==> config.mk <==
export PLATFORM = sky130hd
export DESIGN_NAME = band_peak_picker
export DESIGN_NICKNAME = d
export VERILOG_FILES = /design/src/rtl/peak_pkg.sv /design/src/rtl/band_decode.sv /design/src/rtl/band_peak_picker.sv
export SDC_FILE = /design/constraint.sdc
export NUM_CORES = 1
export LEC_CHECK = 0
export CORE_UTILIZATION = 60
export CTS_BUF_LIST = sky130_fd_sc_hd__clkbuf_8
export CTS_CLUSTER_DIAMETER = 80
export DETAILED_ROUTE_END_ITERATION = 7
export HOLD_SLACK_MARGIN = 0.12
export PLACE_DENSITY = 0.77
export RECOVER_POWER = 50
export SLEW_MARGIN = 25
export SYNTH_ARGS = -nofsm -noshare
export SYNTH_HDL_FRONTEND = slang
export SYNTH_SLANG_ARGS = --single-unit
==> constraint.sdc <==
create_clock -name clk -period 6 [get_ports clk]
set_input_delay 1.2 -clock clk [delete_from_list [all_inputs] [get_ports clk]]
set_output_delay 1.2 -clock clk [all_outputs]
set_load 0.02 [all_outputs]
==> src/rtl/peak_pkg.sv <==
// Shared definitions for the band peak picker: band count, band edges,
// bin width and FSM state encoding.
package peak_pkg;

  localparam int NUM_BANDS = 6;
  localparam int BIN_W     = 9;
  localparam int EDGE_W    = 10;

  // Half-open band edges; band b covers [BAND_EDGE[b], BAND_EDGE[b+1]).
  localparam logic [NUM_BANDS:0][EDGE_W-1:0] BAND_EDGE = {
    10'd512, 10'd160, 10'd80, 10'd40, 10'd20, 10'd10, 10'd1
  };

  typedef enum logic [0:0] {
    SCAN = 1'b0,
    EMIT = 1'b1
  } state_e;

  // Lower edge of a band, used when a band never saw a non-zero magnitude.
  function automatic logic [BIN_W-1:0] band_low_bin(input logic [2:0] band);
    return BAND_EDGE[band][BIN_W-1:0];
  endfunction

endpackage

==> src/rtl/band_decode.sv <==
// Combinational bin -> band lookup against the shared band edges.
// Bins outside every band (DC and >= 512) report in_band_o = 0.
module band_decode
  import peak_pkg::*;
#(
  parameter int IDX_W = 11
) (
  input  logic [IDX_W-1:0] bin_i,
  output logic             in_band_o,
  output logic [2:0]       band_o
);

  // Find the band whose half-open range contains the bin.
  always_comb begin
    in_band_o = 1'b0;
    band_o    = 3'd0;
    for (int b = 0; b < NUM_BANDS; b++) begin
      if ((bin_i >= IDX_W'(BAND_EDGE[b])) && (bin_i < IDX_W'(BAND_EDGE[b+1]))) begin
        in_band_o = 1'b1;
        band_o    = 3'(b);
      end else begin
        in_band_o = in_band_o;
      end
    end
  end

endmodule

==> src/rtl/band_peak_picker.sv <==
// Spectral band peak picker: sweeps bins 0..LAST_IDX through the magnitude
// stage, tracks the per-band maximum of bins 1..511, then emits one record
// per band over a valid/ready stream.
// Optional feature macro: PEAK_THRESHOLD_EN (skip bands whose max < MIN_MAG).
module band_peak_picker
  import peak_pkg::*;
#(
  parameter int               MAG_W    = 16,
  parameter int               IDX_W    = 11,
  parameter int               LAST_IDX = 1023,
  parameter logic [MAG_W-1:0] MIN_MAG  = 16'd64
) (
  input  logic             clk,
  input  logic             reset,
  input  logic [MAG_W-1:0] mag_i,
  input  logic             mag_valid_i,
  output logic [IDX_W-1:0] idx_o,
  output logic             peak_valid_o,
  input  logic             peak_ready_i,
  output logic [2:0]       peak_band_o,
  output logic [BIN_W-1:0] peak_bin_o,
  output logic [MAG_W-1:0] peak_mag_o,
  output logic             frame_done_o,
  output logic             overrun_o
);

  localparam logic [IDX_W-1:0] LAST_IDX_C = IDX_W'(LAST_IDX);
  localparam logic [IDX_W-1:0] ONE_C      = {{(IDX_W-1){1'b0}}, 1'b1};

  state_e           state_q, state_d;
  logic [IDX_W-1:0] cnt_q, cnt_d;
  logic [MAG_W-1:0] band_max_q [NUM_BANDS];
  logic [MAG_W-1:0] band_max_d [NUM_BANDS];
  logic [BIN_W-1:0] band_bin_q [NUM_BANDS];
  logic [BIN_W-1:0] band_bin_d [NUM_BANDS];
  logic             peak_valid_q, peak_valid_d;
  logic [2:0]       peak_band_q, peak_band_d;
  logic [BIN_W-1:0] peak_bin_q, peak_bin_d;
  logic [MAG_W-1:0] peak_mag_q, peak_mag_d;
  logic             frame_done_q, frame_done_d;
  logic             overrun_q, overrun_d;

  logic             in_band;
  logic [2:0]       band;
  logic [NUM_BANDS-1:0] band_ok;
  logic [3:0]       sel_start;
  logic             sel_found;
  logic [2:0]       sel_band;
  logic [BIN_W-1:0] sel_bin;
  logic [MAG_W-1:0] sel_mag;

  band_decode #(.IDX_W(IDX_W)) u_band_decode (
    .bin_i     (cnt_q),
    .in_band_o (in_band),
    .band_o    (band)
  );

  // Request index: look one bin ahead while a sample is being accepted.
  always_comb begin
    if (reset) begin
      idx_o = {IDX_W{1'b0}};
    end else if ((state_q == SCAN) && mag_valid_i) begin
      idx_o = cnt_q + ONE_C;
    end else begin
      idx_o = cnt_q;
    end
  end

  // Pick the next band to present. The sample at LAST_IDX is never inside a
  // band, so the registered maxima are already final when EMIT is entered.
  always_comb begin
    if (state_q == SCAN) begin
      sel_start = 4'd0;
    end else begin
      sel_start = {1'b0, peak_band_q} + 4'd1;
    end
    sel_found = 1'b0;
    sel_band  = 3'd0;
    for (int b = 0; b < NUM_BANDS; b++) begin
`ifdef PEAK_THRESHOLD_EN
      band_ok[b] = (band_max_q[b] >= MIN_MAG);
`else
      band_ok[b] = 1'b1;
`endif
      if (!sel_found && (4'(b) >= sel_start) && band_ok[b]) begin
        sel_found = 1'b1;
        sel_band  = 3'(b);
      end else begin
        sel_found = sel_found;
      end
    end
    sel_mag = band_max_q[sel_band];
    if (sel_mag == {MAG_W{1'b0}}) begin
      sel_bin = band_low_bin(sel_band);
    end else begin
      sel_bin = band_bin_q[sel_band];
    end
  end

  // Next-state logic: scan accumulation, emit sequencing and frame wrap-up.
  always_comb begin
    state_d      = state_q;
    cnt_d        = cnt_q;
    band_max_d   = band_max_q;
    band_bin_d   = band_bin_q;
    peak_valid_d = peak_valid_q;
    peak_band_d  = peak_band_q;
    peak_bin_d   = peak_bin_q;
    peak_mag_d   = peak_mag_q;
    frame_done_d = 1'b0;
    overrun_d    = overrun_q;
    case (state_q)
      SCAN: begin
        if (mag_valid_i) begin
          // Strict compare keeps the lowest bin on ties.
          if (in_band && (mag_i > band_max_q[band])) begin
            band_max_d[band] = mag_i;
            band_bin_d[band] = cnt_q[BIN_W-1:0];
          end else begin
            band_max_d[band] = band_max_q[band];
          end
          if (cnt_q == LAST_IDX_C) begin
            cnt_d        = {IDX_W{1'b0}};
            state_d      = EMIT;
            peak_valid_d = sel_found;
            peak_band_d  = sel_found ? sel_band : 3'd0;
            peak_bin_d   = sel_found ? sel_bin : {BIN_W{1'b0}};
            peak_mag_d   = sel_found ? sel_mag : {MAG_W{1'b0}};
          end else begin
            cnt_d = cnt_q + ONE_C;
          end
        end else begin
          cnt_d = cnt_q;
        end
      end
      EMIT: begin
        // Samples arriving while emitting are dropped and flagged.
        if (mag_valid_i) begin
          overrun_d = 1'b1;
        end else begin
          overrun_d = overrun_q;
        end
        if (peak_valid_q && peak_ready_i && sel_found) begin
          peak_band_d = sel_band;
          peak_bin_d  = sel_bin;
          peak_mag_d  = sel_mag;
        end else if ((peak_valid_q && peak_ready_i) || !peak_valid_q) begin
          peak_valid_d = 1'b0;
          peak_band_d  = 3'd0;
          peak_bin_d   = {BIN_W{1'b0}};
          peak_mag_d   = {MAG_W{1'b0}};
          frame_done_d = 1'b1;
          state_d      = SCAN;
          for (int b = 0; b < NUM_BANDS; b++) begin
            band_max_d[b] = {MAG_W{1'b0}};
            band_bin_d[b] = {BIN_W{1'b0}};
          end
        end else begin
          peak_valid_d = peak_valid_q;
        end
      end
      default: begin
        state_d = SCAN;
      end
    endcase
  end

  // State and output registers with synchronous reset.
  always_ff @(posedge clk) begin
    if (reset) begin
      state_q      <= SCAN;
      cnt_q        <= {IDX_W{1'b0}};
      peak_valid_q <= 1'b0;
      peak_band_q  <= 3'd0;
      peak_bin_q   <= {BIN_W{1'b0}};
      peak_mag_q   <= {MAG_W{1'b0}};
      frame_done_q <= 1'b0;
      overrun_q    <= 1'b0;
      for (int b = 0; b < NUM_BANDS; b++) begin
        band_max_q[b] <= {MAG_W{1'b0}};
        band_bin_q[b] <= {BIN_W{1'b0}};
      end
    end else begin
      state_q      <= state_d;
      cnt_q        <= cnt_d;
      peak_valid_q <= peak_valid_d;
      peak_band_q  <= peak_band_d;
      peak_bin_q   <= peak_bin_d;
      peak_mag_q   <= peak_mag_d;
      frame_done_q <= frame_done_d;
      overrun_q    <= overrun_d;
      for (int b = 0; b < NUM_BANDS; b++) begin
        band_max_q[b] <= band_max_d[b];
        band_bin_q[b] <= band_bin_d[b];
      end
    end
  end

  assign peak_valid_o = peak_valid_q;
  assign peak_band_o  = peak_band_q;
  assign peak_bin_o   = peak_bin_q;
  assign peak_mag_o   = peak_mag_q;
  assign frame_done_o = frame_done_q;
  assign overrun_o    = overrun_q;

endmodule

# --- Word-level counts from Yosys, hierarchy flattened ---
# Memories as Yosys holds them, arrays and structs flattened.
# Index checks and enable logic that the tools add are counted.
word_totals:
  n_memories: 1
  out_inout_bits: 42
  mem_bits_ro: 80
  elab_cells: 170
  ff_bits: 193
classes:
  reduce_logical: 31
  n_bitwise: 3
  n_lt_le_gt_ge: 23
  n_mux: 83
  eq_ne: 7
  add_sub_neg: 2
memory_table:
  columns: ["name", "depth", "word_bits", "read_ports", "rd_ports_with_merged_regs", "wr", "line", "source"]
  rows:
  - ["(name not given)", 8, 10, 1, 0, 0, "peak_pkg.sv:21", "return BAND_EDGE[band][BIN_W-1:0];"]
ops:
  columns: ["op", "n"]
  rows:
  - ["two-way mux 96 bit", 4]
  - ["two-way mux 54 bit", 4]
  - ["bitwise mux 96 bit", 2]
  - ["one-hot mux 96 bit (2 select lines)", 1]
  - ["two-way mux 16 bit", 10]
  - ["one-hot mux 54 bit (2 select lines)", 1]
  - ["binary-select mux 16 bit (select 3 bit)", 2]
  - ["two-way mux 9 bit", 10]
  - ["bitwise mux 54 bit", 1]
  - ["demux 16 bit (select 3 bit)", 1]
  - ["two-way mux 11 bit", 3]
  - ["one-hot mux 16 bit (2 select lines)", 1]
  - ["two-way mux 3 bit", 10]
  - ["binary-select mux 9 bit (select 3 bit)", 1]
  - ["demux 9 bit (select 3 bit)", 1]
  - ["two-way mux 1 bit", 23]
  - ["one-hot mux 9 bit (2 select lines)", 1]
  - ["greater-than comparator 16 bit", 1]
  - ["logical AND 1 bit", 16]
  - ["zero test 16 bit", 1]
  - ["adder 11 x 1 -> 11 bit, second input constant", 1]
  - ["equality test 11 x 10 -> 1 bit, second input constant", 1]
  - [">= comparator 11 x 1 -> 1 bit, second input constant", 1]
  - [">= comparator 11 x 4 -> 1 bit, second input constant", 1]
  - ["other kinds (32)", 51]

# --- Logic depth before layout (Yosys ltp) ---
# Gate-level depths: netlist of run 1.
logic_depth:
  ltp_word: 29
  depth_mapped: 20

# --- By module ---
# A second synthesis of run 1 with hierarchy kept.
hier_totals:
  cells_unflattened: 1122
  area_unflattened_um2: 9599.2
modules_own_cells:
  columns: ["module", "instances", "seq_area_each_um2", "cells_per_inst", "area_per_inst_um2"]
  rows:
  - ["band_peak_picker", 1, 3863.7, 1100, 9450.3]
  - ["band_decode", 1, 0.0, 22, 148.9]

# --- Worst setup path before layout of run 1 ---
# No wires, ideal clock.
synth_timing:
  path_kind: "reg-to-reg"
  start: "register cnt_q[3]"
  end: "register band_max_q[17] in the netlist's numbering"
  path_slack_ps: 1838
  period_less_slack_ps: 4162
  setup_time_ps: 131
  stages_incl_launch_ff: 19
  t_arrival_ps: 4031
  path_buffers: 5
  path_cell_list: "dfxtp_1 > clkbuf_1 > or3b_2 > o22ai_1 > nand3_1 > nand4_1 > clkbuf_1 > clkbuf_1 > o211ai_1 > ha_1 > a21o_1 > a2111oi_0 > o31ai_1 > o21ai_0 > nor3b_2 > buf_2 > buf_2 > a21oi_1 > o21ai_0"
synth_between:
  elab_chain_cells: 16
  elab_cells_between_ends: 45
synth_lines:
  columns: ["element", "line", "source"]
  rows:
  - ["start, declared", "band_peak_picker.sv:31", "logic [IDX_W-1:0] cnt_q, cnt_d;"]
  - ["start signal, assigned", "band_peak_picker.sv:172", "cnt_q <= {IDX_W{1'b0}};"]
  - ["start signal, assigned", "band_peak_picker.sv:185", "cnt_q <= cnt_d;"]
  - [">= comparator 11 x 4 -> 1 bit or less-than comparator 11 x 5 -> 1 bit (tied branches)", "band_decode.sv:18", "if ((bin_i >= IDX_W'(BAND_EDGE[b])) && (bin_i < IDX_W'(BAND_EDGE[b+1]))) begin"]
  - ["logical AND 1 bit", "band_decode.sv:18", null]
  - ["two-way mux 1 bit", "band_decode.sv:18", null]
  - ["two-way mux 2 bit (2 in series)", "band_decode.sv:18", null]
  - ["two-way mux 3 bit (2 in series)", "band_decode.sv:18", null]
  - ["inverter 3 -> 4 bit (not written as such)", "band_peak_picker.sv:116, band_peak_picker.sv:117, band_peak_picker.sv:120", null]
  - ["binary-select mux 16 bit (select 3 bit), or another cell as far along", "band_peak_picker.sv:116, band_peak_picker.sv:120", null]
  - ["two-way mux 16 bit (not written as such) or logical AND 1 bit (tied branches)", "band_peak_picker.sv:116, band_peak_picker.sv:120, band_peak_picker.sv:117", null]
  - ["two-way mux 16 bit (on tied branches)", "band_peak_picker.sv:116, band_peak_picker.sv:120, band_peak_picker.sv:117", null]
  - ["greater-than comparator 16 bit or demux 16 bit (select 3 bit) (tied branches)", "band_peak_picker.sv:116, band_peak_picker.sv:117, band_peak_picker.sv:120", null]
  - ["logical AND 1 bit, or another cell as far along", "band_peak_picker.sv:116", "if (in_band && (mag_i > band_max_q[band])) begin"]
  - ["two-way mux 96 bit (*)", "band_peak_picker.sv:116", null]
  - ["two-way mux 96 bit (*)", "band_peak_picker.sv:114", "if (mag_valid_i) begin"]
  - ["one-hot mux 96 bit (2 select lines) (*)", "band_peak_picker.sv:112", "case (state_q)"]
  - ["end signal, assigned by index", "band_peak_picker.sv:180", "band_max_q[b] <= {MAG_W{1'b0}};"]
  - ["end signal, assigned by index", "band_peak_picker.sv:193", "band_max_q[b] <= band_max_d[b];"]
  - ["end, declared", "band_peak_picker.sv:32", "logic [MAG_W-1:0] band_max_q [NUM_BANDS];"]
# Mark *: on every way between the ends. The rest lies on a longest branch, timed or not. The select of a mux whose other input is x is not followed.
# A chain may end at the register's enable or synchronous reset.

# --- Worst setup path in the final report of run 1 ---
layout_timing:
  start: "input mag_valid_i"
  end: "output idx_o[10]"
layout_between:
  elab_chain_cells: 3
layout_lines:
  columns: ["element", "line", "source"]
  rows:
  - ["start, declared", "band_peak_picker.sv:16", "input logic mag_valid_i,"]
  - ["logical AND 1 bit", "band_peak_picker.sv:62", "end else if ((state_q == SCAN) && mag_valid_i) begin"]
  - ["two-way mux 11 bit", "band_peak_picker.sv:62", null]
  - ["two-way mux 11 bit", "band_peak_picker.sv:60", "if (reset) begin"]
  - ["end, declared", "band_peak_picker.sv:17", "output logic [IDX_W-1:0] idx_o,"]
# No other way between the ends.

==> impl_metrics.prom, run 1 <==
# TYPE chip_impl_metric gauge
chip_impl_metric{name="portion_of_total_power_attributed_to_the_clock_network",unit=""} 0.343
chip_impl_info{name="root_driver",value="sky130_fd_sc_hd__clkbuf_8"} 1
chip_impl_info{name="timing.setup.critical_path_class",value="in -> out"} 1
chip_impl_metric{name="via_per_inst",unit=""} 6.67
chip_impl_metric{name="die_area",unit="mm^2"} 0.0157
chip_impl_metric{name="layout_min_cycle_time",unit="ns"} 5.48
chip_impl_metric{name="seqPwrFrac",unit=""} 0.551
chip_impl_metric{name="fp-row-count",unit=""} 44
chip_impl_metric{name="cts_hold_repair.buffers",unit=""} 0
chip_impl_metric{name="globalRouteTotalUtil",unit=""} 0.384
chip_impl_metric{name="wl",unit="mm"} 30.0
chip_impl_info{name="min-delay-path-class",value="reg -> reg"} 1
chip_impl_metric{name="placement.setup.worst_slack",unit="ns"} 1.17
chip_impl_info{name="timing.critical_path.from_type",value="input port"} 1
chip_impl_metric{name="worst_setup_hold_path_clk_slew",unit="ns"} 0.09
chip_impl_metric{name="layout.area.seq",unit="mm^2"} 0.00386
chip_impl_metric{name="synth.yosys.warnings",unit=""} 0
chip_impl_metric{name="flow.area_growth_from_synthesis",unit="%"} 11.6
chip_impl_metric{name="swShare",unit=""} 0.277
chip_impl_metric{name="drc_errors",unit=""} 0
chip_impl_metric{name="multi_input_comb_area",unit="mm^2"} 0.00490
chip_impl_metric{name="gr-total-overflow",unit=""} 0
chip_impl_metric{name="antenna_left",unit=""} 0
chip_impl_info{name="synth.most_common_cell",value="sky130_fd_sc_hd__nand2_1"} 1
chip_impl_metric{name="vdd_drop_max",unit="mV"} 0.219
chip_impl_metric{name="max_freq",unit="MHz"} 183
chip_impl_metric{name="cts_repair_resize_count",unit=""} 0
chip_impl_metric{name="final-setup-viol-count",unit=""} 0
chip_impl_metric{name="worstPathMaxFanout",unit=""} 12
chip_impl_metric{name="ys_seq_area_frac",unit=""} 0.425
chip_impl_metric{name="design_power_total",unit="W"} 0.00237
chip_impl_metric{name="grt_antenna_before_repair",unit=""} 0
chip_impl_metric{name="cp.required",unit="ns"} 4.80
chip_impl_metric{name="numPortBuffers",unit=""} 61
chip_impl_metric{name="setup.reg_to_reg.worst_slack",unit="ns"} 0.77
chip_impl_metric{name="route.vias.total",unit=""} 9097
chip_impl_metric{name="place.detailed.hpwl",unit="mm"} 20.1
chip_impl_metric{name="drt-initial-drc-count",unit=""} 1139
chip_impl_info{name="synth_ff_type",value="sky130_fd_sc_hd__dfxtp_1"} 1
chip_impl_metric{name="finalWorstSetupSlack",unit="ns"} 0.521
chip_impl_metric{name="design.final.nets",unit=""} 1207
chip_impl_info{name="synthTopCellsByArea",value="sky130_fd_sc_hd__dfxtp_1 (42%), sky130_fd_sc_hd__nand2_1 (8.0%), sky130_fd_sc_hd__o21ai_0 (7.3%)"} 1
chip_impl_metric{name="detail_route.first_pass.iterations",unit=""} 8
chip_impl_metric{name="grt_max_degree",unit=""} 41
chip_impl_info{name="critical_path_start",value="mag_valid_i"} 1
chip_impl_info{name="outcome",value="complete, no violations"} 1
chip_impl_metric{name="drive_above_1_share",unit=""} 0.0610
chip_impl_metric{name="synth_enable_flop_cells",unit=""} 0
chip_impl_info{name="synth.largest_area_cell",value="sky130_fd_sc_hd__dfxtp_1"} 1
chip_impl_metric{name="period_share",unit=""} 0.913
chip_impl_metric{name="yosys.area.top_type_share",unit=""} 0.425
chip_impl_metric{name="leakagePower",unit="nW"} 3.80
chip_impl_metric{name="diodes",unit=""} 0
chip_impl_metric{name="die_y",unit="um"} 125
chip_impl_metric{name="io_pins",unit=""} 62
chip_impl_metric{name="maxCapViolCount",unit=""} 0
chip_impl_metric{name="hold-worst-slack",unit="ns"} 0.447
chip_impl_metric{name="slew-limit-headroom",unit=""} 0.00874
chip_impl_metric{name="fin_cells",unit=""} 1364
chip_impl_info{name="worst_hold_startpoint",value="peak_bin_o[4]$_SDFFE_PP0P_"} 1
chip_impl_metric{name="clock_insertion_delay_worst_skew",unit="ns"} 0.49
chip_impl_metric{name="drt-wirelength-per-cell",unit="um"} 22.0
chip_impl_metric{name="timing.setup.tns",unit="ns"} 0
chip_impl_metric{name="vias_in_the_first_global_route",unit=""} 8475
chip_impl_metric{name="arrival",unit="ns"} 4.28
chip_impl_info{name="rsz0062_at_grt",value="false"} 1
chip_impl_metric{name="final-max-slew-violation-count",unit=""} 0
chip_impl_metric{name="count_of_buffers_added_by_post_cts_timing_repair_for_setup",unit=""} 0
chip_impl_metric{name="synth_cell_types",unit=""} 68
chip_impl_metric{name="mappedNetlistArea",unit="mm^2"} 0.00910
chip_impl_info{name="tritoncts_clock_tree",value="built"} 1
chip_impl_metric{name="final.setup_skew",unit="ns"} 0.0125
chip_impl_metric{name="ctsLongestPathBuffers",unit=""} 2
chip_impl_metric{name="switching_power",unit="W"} 0.000656
chip_impl_metric{name="async_reset_ff_frac",unit=""} 0
chip_impl_metric{name="synth_area_per_cell",unit="um^2"} 7.93
chip_impl_metric{name="numPlacedInstances",unit=""} 1331
chip_impl_metric{name="grt_pass1_wl",unit="mm"} 46.4
chip_impl_metric{name="yosys_register_bits",unit=""} 193
chip_impl_metric{name="combPwrFrac",unit=""} 0.107
chip_impl_metric{name="initial_core_util",unit=""} 0.621
chip_impl_metric{name="synthesis.instances",unit=""} 1147
chip_impl_metric{name="cellInternalPower",unit="W"} 0.00171
chip_impl_metric{name="clock_sink_count",unit=""} 193
chip_impl_info{name="most_used_standard_cells_in_the_synthesized_netlist",value="sky130_fd_sc_hd__nand2_1 (195), sky130_fd_sc_hd__dfxtp_1 (193), sky130_fd_sc_hd__o21ai_0 (132), sky130_fd_sc_hd__nor2_1 (113), sky130_fd_sc_hd__clkbuf_1 (59)"} 1
chip_impl_metric{name="die_width",unit="um"} 125
chip_impl_metric{name="ctsHtreeMaxLevel",unit=""} 4
chip_impl_info{name="rr_startpoint",value="peak_band_o[0]$_SDFFE_PP0P_"} 1
chip_impl_metric{name="num-fill-cells",unit=""} 1303
chip_impl_metric{name="max_slew.worst_pin.slew",unit="ns"} 1.49
chip_impl_info{name="capturing_element_type_of_the_critical_path",value="output port"} 1
chip_impl_metric{name="fp.coreArea",unit="mm^2"} 0.0146
chip_impl_metric{name="cts-buffers-inserted",unit=""} 17
chip_impl_metric{name="power_per_cell_area",unit="mW/mm^2"} 233
chip_impl_metric{name="postSynthNetCount",unit=""} 1187
chip_impl_metric{name="globalplace.congestion",unit=""} 0.919
chip_impl_metric{name="hold_viol",unit=""} 0
==> layout make-up <==
class / instances / area share
clock buffers: 18 / 0.0244
clock inverters: 14 / 0.0112
repair buffers: 81 / 0.0734
well taps: 184 / 0.0227
flip-flops and latches: 193 / 0.381
inverters: 13 / 0.00481
multi-input cells: 861 / 0.483
==> worst max-delay path, stage by stage <==
cell and delay, ns:
sky130_fd_sc_hd__dlygate4sd3_1 0.58, sky130_fd_sc_hd__nor2b_1 0.14, sky130_fd_sc_hd__clkbuf_1 0.50, sky130_fd_sc_hd__nand2_1 0.18, sky130_fd_sc_hd__nor3_1 0.37, sky130_fd_sc_hd__and3_1 0.26, sky130_fd_sc_hd__a311oi_1 0.11, sky130_fd_sc_hd__o21bai_1 0.23
sky130_fd_sc_hd__dlygate4sd3_1 0.70
==> worst paths after layout <==
check / end / cells after the start
setup / recovery: idx_o[10] / 9
hold / removal: peak_bin_o[4]$_SDFFE_PP0P_ / 2
setup reg to reg: peak_bin_o[3]$_SDFFE_PP0P_ / 11
hold reg to reg: peak_bin_o[4]$_SDFFE_PP0P_ / 2
==> cells in the final DEF, fill, tap and decap left out, types with 14 or more instances in the layout <==
cell type	n
sky130_fd_sc_hd__a21oi_1	54
sky130_fd_sc_hd__a22o_1	36
sky130_fd_sc_hd__and2_1	15
sky130_fd_sc_hd__buf_4	17
sky130_fd_sc_hd__clkbuf_8	18
sky130_fd_sc_hd__clkdlybuf4s50_1	17
sky130_fd_sc_hd__dfxtp_1	193
sky130_fd_sc_hd__dlygate4sd3_1	43
sky130_fd_sc_hd__ha_1	20
sky130_fd_sc_hd__inv_1	14
sky130_fd_sc_hd__nand2_1	195
sky130_fd_sc_hd__nand2b_1	24
sky130_fd_sc_hd__nand3_1	35
sky130_fd_sc_hd__nand4_1	15
sky130_fd_sc_hd__nor2_1	111
sky130_fd_sc_hd__nor2b_1	14
sky130_fd_sc_hd__nor3_1	21
sky130_fd_sc_hd__o21ai_0	131
sky130_fd_sc_hd__o22ai_1	33
==> per-layer routing <==
layer  GRT usage  routed length [um]
met4       0.248                1860
met3      0.0958                3200
met2       0.585               13000
met1       0.486               12000
met5           0                   0
==> power groups by stage <==
stage,logic (W),clock network [W],registers [W]
4_1_cts,0.000244,0.000808,0.00130
6_report,0.000252,0.000811,0.00130
5_1_grt,0.000270,0.000856,0.00130
3_5_place_dp,0.000243,0,0.00133
3_3_place_gp,0.000241,0,0.00133
2_1_floorplan,0.000169,0,0.00133
==> sequential cells by signal, indices dropped and copies added (netlist names) <==
| register | flops |
|---|---|
| band_bin_q | 54 |
| peak_bin_o | 9 |
| state_q | 1 |
| cnt_q | 11 |
| band_max_q | 96 |
| peak_mag_o | 16 |
| frame_done_o | 1 |
| overrun_o | 1 |
| peak_valid_o | 1 |
| peak_band_o | 3 |
==> metrics by stage <==
| stage | utilization | cell area (um^2) |
|---|---|---|
| 2_1_floorplan | - | 9100 |
| 3_3_place_gp | 0.667 | 9770 |
| 3_5_place_dp | 0.667 | 9770 |
| 4_1_cts | 0.692 | 10100 |
| 5_1_grt | 0.693 | 10100 |
| 6_report | 0.693 | 10100 |
==> logic make-up (layout without fill, tap and decap cells) <==
group                      count (synthesis)  after routing  share of synthesized area
DFF                                      193            193                      0.425
adders and majority gates                 20             20                     0.0275
buffers and inverters                     93            126                     0.0426
xor gates and xnor gates                   8              8                    0.00770
and+or+nand+nor                          474            474                      0.243
muxes                                      5              5                    0.00550
AOI/OAI and AO/OA                        354            354                      0.249
Note: power is estimated with default switching activity, not from simulation.
==> run 2, diff against run 1 <==
SKIP_CTS_REPAIR_TIMING = 1   (was unset)
==> results of run 2 <==
The final DEF is identical to that of run 1; final timing and power are the same.
